<file path="src/rtl/ldpc_pkg.sv">
// Shared definitions for the LDPC stream buffers and core.
package ldpc_pkg;

    localparam int unsigned DATA_WIDTH_DEF = 16;
    localparam int unsigned ADDR_WIDTH_DEF = 2;

    // Block buffer controller state, shared by the input and output buffers.
    typedef enum logic {
        BufFill = 1'b0,
        BufFull = 1'b1
    } buf_state_t;

endpackage

</file>
<file path="src/rtl/streambuf_in.sv">
// Input stream buffer: gathers 2**ADDR_WIDTH stream words into one parallel block.
module streambuf_in
    import ldpc_pkg::*;
#(
    parameter int unsigned DATA_WIDTH = DATA_WIDTH_DEF,
    parameter int unsigned ADDR_WIDTH = ADDR_WIDTH_DEF
) (
    input  logic                                   clk,
    input  logic                                   rst,
    input  logic                                   clr,
    input  logic                                   in_valid,
    output logic                                   in_ready,
    input  logic [DATA_WIDTH-1:0]                  in_data,
    output logic                                   blk_valid,
    input  logic                                   blk_ready,
    output logic [(2**ADDR_WIDTH)*DATA_WIDTH-1:0]  blk_data,
    output logic [ADDR_WIDTH:0]                    wr_count
);

    localparam int unsigned DEPTH = 2 ** ADDR_WIDTH;
    localparam logic [ADDR_WIDTH-1:0] LastSlot = ADDR_WIDTH'(DEPTH - 1);

    buf_state_t            state_q, state_d;
    logic                  in_ready_q, in_ready_d;
    logic                  blk_valid_q, blk_valid_d;
    logic [ADDR_WIDTH:0]   wr_count_q, wr_count_d;
    logic [DATA_WIDTH-1:0] mem_q [DEPTH];
    logic [DATA_WIDTH-1:0] mem_d [DEPTH];

    logic                  in_beat;
    logic                  blk_beat;
    logic [ADDR_WIDTH-1:0] slot;

    assign in_beat  = in_valid & in_ready_q;
    assign blk_beat = blk_valid_q & blk_ready;
    assign slot     = wr_count_q[ADDR_WIDTH-1:0];

    // Next state: clr beats a block beat, which beats an input beat (never both in practice).
    always_comb begin
        state_d    = state_q;
        wr_count_d = wr_count_q;
        mem_d      = mem_q;
        if (clr) begin
            state_d    = BufFill;
            wr_count_d = '0;
        end else if (blk_beat) begin
            // Storage is kept; the next block overwrites it slot by slot.
            state_d    = BufFill;
            wr_count_d = '0;
        end else if (in_beat) begin
            mem_d[slot] = in_data;
            wr_count_d  = wr_count_q + 1'b1;
            if (slot == LastSlot) begin
                state_d = BufFull;
            end
        end
        // Handshake outputs are registered decodes of the next state.
        in_ready_d  = (state_d == BufFill);
        blk_valid_d = (state_d == BufFull);
    end

    // State, counter, storage and registered handshake outputs.
    always_ff @(posedge clk or negedge rst) begin
        if (!rst) begin
            state_q     <= BufFill;
            in_ready_q  <= 1'b0;
            blk_valid_q <= 1'b0;
            wr_count_q  <= '0;
            for (int k = 0; k < DEPTH; k++) begin
                mem_q[k] <= '0;
            end
        end else begin
            state_q     <= state_d;
            in_ready_q  <= in_ready_d;
            blk_valid_q <= blk_valid_d;
            wr_count_q  <= wr_count_d;
            mem_q       <= mem_d;
        end
    end

    // Flatten the slot array; slot k sits at bits [k*DATA_WIDTH +: DATA_WIDTH].
    always_comb begin
        blk_data = '0;
        for (int k = 0; k < DEPTH; k++) begin
            blk_data[k*DATA_WIDTH +: DATA_WIDTH] = mem_q[k];
        end
    end

    assign in_ready  = in_ready_q;
    assign blk_valid = blk_valid_q;
    assign wr_count  = wr_count_q;

endmodule

</file>
<file path="config.mk">
export PLATFORM = sky130hd
export DESIGN_NAME = streambuf_in
export DESIGN_NICKNAME = d
export VERILOG_FILES = /design/src/rtl/ldpc_pkg.sv /design/src/rtl/streambuf_in.sv
export SDC_FILE = /design/constraint.sdc
export NUM_CORES = 1
export LEC_CHECK = 0
export CAP_MARGIN = 20
export CORE_AREA = 2 2 82 84
export CTS_BUF_LIST = sky130_fd_sc_hd__clkbuf_8 sky130_fd_sc_hd__clkbuf_16
export CTS_CLUSTER_DIAMETER = 40
export CTS_CLUSTER_SIZE = 40
export DETAILED_ROUTE_END_ITERATION = 7
export DIE_AREA = 0 0 84 86
export GPL_TIMING_DRIVEN = 1
export HOLD_SLACK_MARGIN = 0.08
export PLACE_DENSITY = 0.89
export SYNTH_ARGS = -nofsm -noshare
export SYNTH_HDL_FRONTEND = slang
export SYNTH_SLANG_ARGS = --single-unit
export TNS_END_PERCENT = 10
</file>
<file path="constraint.sdc">
create_clock -name clk -period 2.03 [get_ports clk]
set_input_delay 0.3045 -clock clk [delete_from_list [all_inputs] [get_ports clk]]
set_output_delay 0.3045 -clock clk [all_outputs]
set_load 0.1 [all_outputs]
</file>
==> results by group <==
Clocking
  – # H-tree levels: 3
  – Worst-Skew Late Latency: ~0.34 ns
  – Root Driver: clkbuf_8
  – Clk buf depth: 2
  – CTS tree: built
  – Worst-path clk slew: roughly 0.070 ns
  – CTS buffer count: 9
  – CTS sink cnt: a little under 70

Timing
  – Highest clock rate: ~600 MHz
  – Min cycle time layout: 1.64 ns
  – Rel. slew slack: ~48%
  – Final setup fails: 0
  – Count of final hold-check violations: 0
  – Crit share post-route: between 80% and 90%
  – Slew @ Worst Pin: approximately 0.78 ns
  – Clock Skews: roughly 0.014 ns
  – RSZ-0062 raised after global routing: false
  – Setup TNS: 0 ns
  – Final slew viol count: 0

Logic synthesis
  – Mapped cell area: around 0.0028 sq mm
  – Mapped Nets: ~190
  – Synth warnings: 0
  – Register area share after synthesis: roughly three fifths
  – Mapped Cells: ~160
  – Yosys cell types: 19
  – Simple-gate area share of the yosys netlist: about 2.5%
  – Portion of netlist area occupied by mux cells: 29.3%
  – Largest family of logic cells by synthesized area: multiplexers
  – Synth Area in Adders: 1.76%
  – Synthesized flop and latch total: 69
  – Compound-Gate Fraction of Synth Area: 1.27%
  – Post-synthesis xor/xnor area fraction: less than 1%
  – Mean Syn Cell Area: roughly 17 sq um

Route
  – Post-DRT Antenna Nets: 0
  – WL final: roughly 6000 um
  – DR pass1 iterations: 4
  – Initial DRC count: 58
  – WL per Instance: 17.3 um
  – Detailed-route via count: between 1500 and 2000
  – Drt via density: about 4.9
  – Drt drc: 0

Die
  – Die ar.: 0.00722 sq mm
  – Die X: between 80 and 90 um
  – Starting Density: between 40% and 50%
  – Row count: 29
  – Die height: around 86 um
  – Core ar.: approximately 0.0063 sq mm
  – Boundary Pins: 90

Critical path
  – CP delay by family, top: simple AND/OR/NAND/NOR gates
  – Crit. End Element: flip-flop
  – Number of buffers and inverters on the critical path: 0
  – Worst r2r src: wr_count[0]$_DFFE_PN0P_
  – R2r setup slk: just under 0.4 ns
  – CP Depth: 4
  – Critical-path maximum fanout: 18
  – Worst path arrival time: 1.86 ns
  – CP cell instances: ha_1 > nand3_1 > nor2_8 > mux2_2
  – FF-to-FF End: blk_data[49]$_DFFE_PN0P_
  – Worst setup path start: wr_count[0]$_DFFE_PN0P_
  – Setup crit start kind: flip-flop
  – CP max-delay cell: dfrtp_2
  – Required @ worst endpoint: around 2.3 ns
  – Critical Path Max Stage Delay: around 0.42 ns
  – Reg2Reg Depth: 4
  – Crit path kind: reg2reg

Min path
  – WHS Path Cells: 1
  – Min-Delay Path Class: reg2reg
  – Worst Hold Path EP: blk_data[15]$_DFFE_PN0P_
  – Hold Startpoint: blk_data[15]$_DFFE_PN0P_

Placed design
  – I/O Buffers: 89
  – Final Wtd Congestion: between 0.7 and 0.8
  – Inst Count DP: between 300 and 400
  – Post-DP HPWL: roughly 4300 um

Global route
  – First-pass GRT wire length: 9830 um
  – GR Overflow Total: 0
  – Largest net degree at the start of global routing: 37
  – Initial antenna violation count: 0
  – GRT Resource Usage Total: between 10% and 20%
  – Vias in the first global route: ~1900

Flow run
  – Max_cap viols: 0

Final layout
  – Fill cells: between 400 and 500
  – N_diodes: 0
  – Fraction of layout cells with a size suffix above 1: 61.0%
  – Commonest cells after routing, fill and taps aside: buf_4, dfrtp_1, mux2_2
  – Commonest non-fill, non-tap cell in the layout: buf_4
  – Non-filler instance count after layout: roughly 350
  – Synthesis-to-finish area growth: 35.6%
  – Area of the multi-input gates: just over 0.001 sq mm
  – FF/Latch Area: ~0.0017 sq mm
  – Net count, final: just under 300

Status
  – Status: completed
[final cells by class]
type,count,share of cell area (%)
Sequential cell,69,44.8
Multi-Input combinational cell,85,26.1
Timing Repair Buffer,97,20.8
Clock buffer,9,3.21
Tap cell,77,2.50
Clock inverter,7,2.40
Inverter,2,0.195
[logic make-up after synthesis]
logic type                 Yosys count
and+or+nand+nor                     10
buffers and inverters                9
muxes                               64
xor gates and xnor gates             2
AOI/OAI and AO/OA                    5
adders and majority gates            4
DFF                                 69
[Yosys cell counts, drive strengths merged]
cell    instances  area (sq um)
nand2           1          3.75
mux2           64           833
dfrtp          69          1730
and2            1          8.76
ha              4          50.1
inv             2          7.51
nand2b          1          6.26
nand3           1          5.00
nor2            3          27.5
buf             7           105
xor2            1          8.76
xnor2           1          8.76
a21o            2          17.5
and3            3          18.8
a21oi           3          18.8
[metrics by stage]
step,cell area (sq um),utilization (%),setup WS (ns),hold slack (ns)
after global routing,3860,61.5,0.338,0.528
after floorplan,2850,-,0.0213,0.00891
after global placement,3630,57.9,0.167,0.419
after detailed placement,3630,57.9,0.113,0.429
after CTS,3860,61.5,0.382,0.517
final,3860,61.5,0.393,0.512
[state kept, by name, indices dropped and copies added (netlist names)]
name / cells
blk_data: 64
wr_count: 3
in_ready: 1
blk_valid: 1
[what timing repair did]
item	CTS	global route
hold endpoints to repair	33	0
setup buffers	0	0
gates resized for setup	0	0
hold buffers	1	0
[layer usage]
layer	wire [um]	global-route usage, %	up-vias
li1	-	-	770
met1	2630	22.2	840
met2	2720	27.7	77
met3	500	6.45	13
met4	122	7.92	0
met5	0	0	-
[how the worst max path moves through the flow]
stage	endpoint	slack, ns
final	blk_data[49]$_DFFE_PN0P_	0.39
after global routing	blk_data[59]$_DFFE_PN0P_	0.34
after CTS	blk_data[59]$_DFFE_PN0P_	0.38
after detailed placement	blk_data[49]$_DFFE_PN0P_	0.11
after global placement	blk_data[59]$_DFFE_PN0P_	0.17
after floorplan	blk_data[10]$_DFFE_PN0P_	0.02
Power is left out: the tool's default activity adds up to more than one toggle a clock period on the data nets, which glitch-free logic cannot reach.
